<file path="config.mk">
export PLATFORM = sky130hd
export DESIGN_NAME = pad_filter
export DESIGN_NICKNAME = d
export VERILOG_FILES = /design/src/rtl/pad_filter.sv
export SDC_FILE = /design/constraint.sdc
export NUM_CORES = 1
export LEC_CHECK = 0
export CORE_MARGIN = 2
export CORE_UTILIZATION = 30
export DETAILED_ROUTE_END_ITERATION = 6
export PLACE_DENSITY_LB_ADDON = 0.15
export SLEW_MARGIN = 20
export SYNTH_ARGS = -nofsm -noshare
export SYNTH_HDL_FRONTEND = slang
export SYNTH_SLANG_ARGS = --single-unit
</file>
<file path="constraint.sdc">
create_clock -name clk -period 5.3 [get_ports clk]
set_input_delay 1.06 -clock clk [delete_from_list [all_inputs] [get_ports clk]]
set_output_delay 1.06 -clock clk [all_outputs]
set_load 0.1 [all_outputs]
</file>
<file path="src/rtl/pad_filter.sv">
// Rebuilds a full OUT_ROWS x OUT_COLS raster from a cropped window stream, filling outside pixels with PAD_VALUE.
// Optional macro PAD_FILTER_TLAST_EN adds a registered pixel_out_TLAST flag on the last pixel of each frame.
module pad_filter #(
   parameter int                         PIXEL_BIT_WIDTH = 12,
   parameter int                         IN_ROWS         = 20,
   parameter int                         IN_COLS         = 20,
   parameter int                         OUT_ROWS        = 40,
   parameter int                         OUT_COLS        = 40,
   parameter int                         Y_1             = 10,
   parameter int                         X_1             = 10,
   parameter logic [PIXEL_BIT_WIDTH-1:0] PAD_VALUE       = '0
) (
   input  logic                       clk,
   input  logic                       reset,
   input  logic [PIXEL_BIT_WIDTH-1:0] pixel_in_TDATA,
   input  logic                       pixel_in_TVALID,
   output logic                       pixel_in_TREADY,
   output logic [PIXEL_BIT_WIDTH-1:0] pixel_out_TDATA,
   output logic                       pixel_out_TVALID,
`ifdef PAD_FILTER_TLAST_EN
   output logic                       pixel_out_TLAST,
`endif
   input  logic                       pixel_out_TREADY
);

   localparam int ROW_W = (OUT_ROWS > 1) ? $clog2(OUT_ROWS) : 1;
   localparam int COL_W = (OUT_COLS > 1) ? $clog2(OUT_COLS) : 1;
   localparam logic [ROW_W-1:0] ROW_LAST = ROW_W'(OUT_ROWS - 1);
   localparam logic [COL_W-1:0] COL_LAST = COL_W'(OUT_COLS - 1);

   logic [ROW_W-1:0]           row_q, row_d;
   logic [COL_W-1:0]           col_q, col_d;
   logic [PIXEL_BIT_WIDTH-1:0] data_q, data_d;
   logic                       valid_q, valid_d;
   logic                       slot_free;
   logic                       in_window;
   logic                       advance;

`ifdef PAD_FILTER_TLAST_EN
   logic last_q, last_d;
   logic at_last_pos;
   assign at_last_pos = (row_q == ROW_LAST) && (col_q == COL_LAST);
`endif

   // Window bounds are compared in 32-bit signed space so Y_1+IN_ROWS may equal OUT_ROWS.
   assign in_window = (int'(row_q) >= Y_1) && (int'(row_q) < Y_1 + IN_ROWS) &&
                      (int'(col_q) >= X_1) && (int'(col_q) < X_1 + IN_COLS);

   assign slot_free       = !valid_q || pixel_out_TREADY;
   assign pixel_in_TREADY = slot_free && in_window && !reset;

   always_comb begin
      data_d  = data_q;
      valid_d = valid_q;
      advance = 1'b0;
`ifdef PAD_FILTER_TLAST_EN
      last_d  = last_q;
`endif
      if (slot_free) begin
         if (!in_window) begin
            data_d  = PAD_VALUE;
            valid_d = 1'b1;
            advance = 1'b1;
         end else if (pixel_in_TVALID) begin
            data_d  = pixel_in_TDATA;
            valid_d = 1'b1;
            advance = 1'b1;
         end else begin
            valid_d = 1'b0;
         end
`ifdef PAD_FILTER_TLAST_EN
         last_d = advance && at_last_pos;
`endif
      end
   end

   // Column runs fastest; the frame wraps straight back to (0,0) with no gap.
   always_comb begin
      row_d = row_q;
      col_d = col_q;
      if (advance) begin
         if (col_q == COL_LAST) begin
            col_d = '0;
            if (row_q == ROW_LAST) begin
               row_d = '0;
            end else begin
               row_d = row_q + ROW_W'(1);
            end
         end else begin
            col_d = col_q + COL_W'(1);
         end
      end
   end

   always_ff @(posedge clk) begin
      if (reset) begin
         row_q   <= '0;
         col_q   <= '0;
         data_q  <= '0;
         valid_q <= 1'b0;
`ifdef PAD_FILTER_TLAST_EN
         last_q  <= 1'b0;
`endif
      end else begin
         row_q   <= row_d;
         col_q   <= col_d;
         data_q  <= data_d;
         valid_q <= valid_d;
`ifdef PAD_FILTER_TLAST_EN
         last_q  <= last_d;
`endif
      end
   end

   assign pixel_out_TDATA  = data_q;
   assign pixel_out_TVALID = valid_q;
`ifdef PAD_FILTER_TLAST_EN
   assign pixel_out_TLAST  = last_q;
`endif

endmodule

</file>
==> run summary <==
- 3720 µm² — Placeable Area
- 119 — number of cells produced by synthesis
- clkdlybuf4s50_1 — Worst path slowest cell
- 2.39 ns — CP Data Arrival Time
- 6 — worst reg-to-reg path cell count
- 4 — number of detailed-route iterations in the first pass
- 0.652 — share of the clock period used by the worst path
- 0.09 ns — Clk pin slew, worst setup/hold paths
- buffers and inverters — cell family with the largest share of critical-path delay
- register to register — type of the most critical hold path
- 0 — number of hold buffers added after cts
- 4460 µm² — Die Footprint
- 30 — number of I/O pins
- 289 MHz — upper clock frequency limit
- 20 — pin count of the biggest net entering global routing
- clkdlybuf4s50_1 — leading cell type in the layout, fill and taps excluded
- 2500 µm — total wire length
- 0.27 ns — source-to-sink clock delay at the later pin of the worst-skew pair
- 959 — vias in the first global route
- 0 — Overflow after GRT
- 0.413 — Post-Route Utilization
- 0.423 — sequential share of the synthesized area
- finished clean — status
- 66.8 µm — chip height
- 968 — vias after detailed routing
- 31 — initial DRC count
- 2 — buffers plus inverters on the worst setup path
- 2 — maximum root-to-sink buffer count
- 29.9% — area grow syn2layout
- 1180 µm² — post-synthesis instance area
- 0 — antenna fix cells
- 3 — number of buffers added by the clock tree synthesis step
- 1 — number of levels in the clock H-tree
- primary input to output port — critical setup path kind
- 0.164 — proportion of layout cells with a drive suffix above 1
- 0 — number of max-slew violations in the final report
- 25 — clock sink count
- 0.78 ns — delay of the slowest critical-path stage
- 167 — Net count, final
- 66.8 µm — die extent in x
- 28 x clkdlybuf4s50_1, 25 x dfxtp_1, 15 x nor2_1, 12 x a22o_2, 6 x nand2_1 — commonest non-fill, non-tap cells in the layout
- 0.00300 ns — clock skew after layout
- 40 — number of different library cells in the post-synthesis netlist
- 0 — antenna-violating nets left
- output port — critical path endpoint category
- 9.94 µm² — average size of a mapped cell
- clkbuf_8 — clock tree root buffer cell
- 0.331 — relative slew slack
- 0.782 — final weighted congestion in routability-driven placement
- 0 ns — final sum of negative setup slack
- clkdlybuf4s50_1, nor2_1, buf_4 — crit path cell chain
- primary input — category of the worst setup path launch point
- 1.00 ns — slew at the pin closest to its max-slew limit
- 4310 µm — wire length of the first global-routing pass
- 0.0887 mV — worst vdd rail ir drop
- 0.566 nW — Leak Pwr
- 0 — Max-cap violations
- 0 — Final Hold Fails
- 0.127 — global-route usage over all layers
- 25 — register bit total from synthesis
- 1 — number of stages on the worst hold path
- pixel_out_TDATA[8] — WHS Endpoint
- 139 — Synthesized Nets
- 4.24 ns — CP required
- 29 — buffers added on ports
- 22 — row count
- 3.45 ns — clock period minus worst slack
- 0 — YS warnings
- 378 — fill cell count
- false — RSZ-0062 raised after global routing
- pixel_out_TDATA[8] — startpoint of the worst hold path
- col_q[1] — FF-to-FF Start
- 1900 µm — half-perimeter wire length of the detailed placement result
- 12.9 µm — mean routed wirelength per cell
- 3.12 ns — slack of the worst reg-to-reg path
- 19 — CP Max Fanout
- 0 — antenna violations before repair
- 0 — detailed-route DRC error count
- 221 nW/µm² — Cell Pwr Density
- done — TritonCTS clock tree
- 0 — number of endpoints failing setup at the final stage
- 0 — post-CTS sizing
- 4.99 — vias per inst
- pixel_out_TDATA[2] — capturing point of the worst reg2reg path
- 0.318 — initial standard-cell utilization of the core
- 0 — buffer count from post-CTS setup fixing
==> cells by family (layout without fill, tap and decap cells) <==
family                     Yosys count  count (layout)  synth area share
AOI/OAI and AO/OA                   28              28             0.211
xor gates and xnor gates             3               3            0.0222
muxes                                2               2            0.0180
and+or+nand+nor                     47              47             0.235
DFF                                 25              25             0.423
buffers and inverters               10              37            0.0487
adders and majority gates            4               4            0.0423
==> worst register-to-register path, cell delays in order, from the launching register on <==
cell and delay [ns]:
dfxtp_1 0.42, ha_1 0.19, o31ai_2 0.07, a211oi_2 0.40, a21oi_4 0.14, nor2_1 0.64, a22o_2 0.26
==> synthesized netlist by cell type <==
cell / instances / area, µm²
buf_4: 3 / 22.5
nand3_1: 2 / 10.0
mux2_1: 1 / 11.3
nor4_1: 1 / 6.26
nor3_1: 2 / 10.0
o21ai_0: 1 / 5.00
dfxtp_1: 25 / 500
clkbuf_1: 1 / 3.75
a22o_2: 12 / 120
xnor2_1: 1 / 8.76
a22oi_1: 1 / 7.51
a31oi_1: 1 / 6.26
and2b_1: 1 / 7.51
buf_6: 1 / 11.3
nand4_1: 5 / 31.3
mux2i_1: 1 / 10.0
a311o_1: 1 / 10.0
nor4b_4: 1 / 23.8
and2_1: 2 / 12.5
inv_1: 4 / 15.0
a21oi_4: 1 / 16.3
nor2b_1: 2 / 12.5
o31ai_1: 1 / 7.51
and4bb_4: 1 / 16.3
nand3b_1: 1 / 7.51
a311oi_1: 1 / 8.76
xor2_1: 2 / 17.5
nand2_1: 6 / 22.5
nand2b_1: 1 / 6.26
and3_1: 4 / 25.0
ha_1: 4 / 50.1
and2_4: 1 / 8.76
a211oi_2: 1 / 12.5
a211oi_1: 3 / 22.5
buf_2: 1 / 5.00
a21oi_1: 4 / 20.0
nor2_1: 15 / 56.3
o31ai_2: 1 / 12.5
and4bb_2: 1 / 12.5
and4_1: 1 / 8.76
==> area by class of cell <==
| type | count | area, µm² | share of cell area |
|---|---|---|---|
| multi-input cells | 84 | 624 | 0.406 |
| inverters | 4 | 15.0 | 0.00977 |
| well taps | 48 | 60.1 | 0.0391 |
| flip-flops and latches | 25 | 500 | 0.326 |
| clock inverters | 1 | 7.51 | 0.00489 |
| repair buffers | 29 | 288 | 0.187 |
| clock buffers | 3 | 41.3 | 0.0269 |
==> flip-flops by register name, indices dropped and copies added, names as in the netlist <==
name              cells
col_q                 6
row_q                 6
pixel_out_TVALID      1
pixel_out_TDATA      12
==> worst max-delay path by stage <==
stage                            to  start  slack [ns]  depth (start not counted)
floorplan           pixel_in_TREADY  reset        1.55                          3
global placement    pixel_in_TREADY  reset        1.84                          3
detailed placement  pixel_in_TREADY  reset        1.84                          3
CTS                 pixel_in_TREADY  reset        1.84                          3
global route        pixel_in_TREADY  reset        1.75                          3
finish              pixel_in_TREADY  reset        1.85                          3
==> stage by stage <==
step	std cells	power, mW	hold WS [ns]	worst slack (ns)	cell area (µm²)
floorplan	119	0.213	0.460	1.55	1180
global placement	190	0.226	0.460	1.84	1490
detailed placement	190	0.227	0.461	1.84	1490
CTS	194	0.343	0.484	1.84	1540
global route	194	0.354	0.512	1.75	1540
finish	194	0.339	0.482	1.85	1540
==> per-layer routing <==
layer | GRT usage | vias to the layer above | routed length [µm]
met3 | 0.0220 | 5 | 54
met2 | 0.189 | 13 | 1180
met5 | 0 | - | 0
met4 | 0.0689 | 0 | 56
met1 | 0.175 | 459 | 1210
li1 | - | 491 | -
==> power by group <==
part	leakage, nW	internal (mW)	switching, mW
clock	0.0217	0.0534	0.0637
sequential	0.202	0.190	0.00320
combinational	0.342	0.0147	0.0138
No activity file was read; power rests on OpenSTA's default activity.
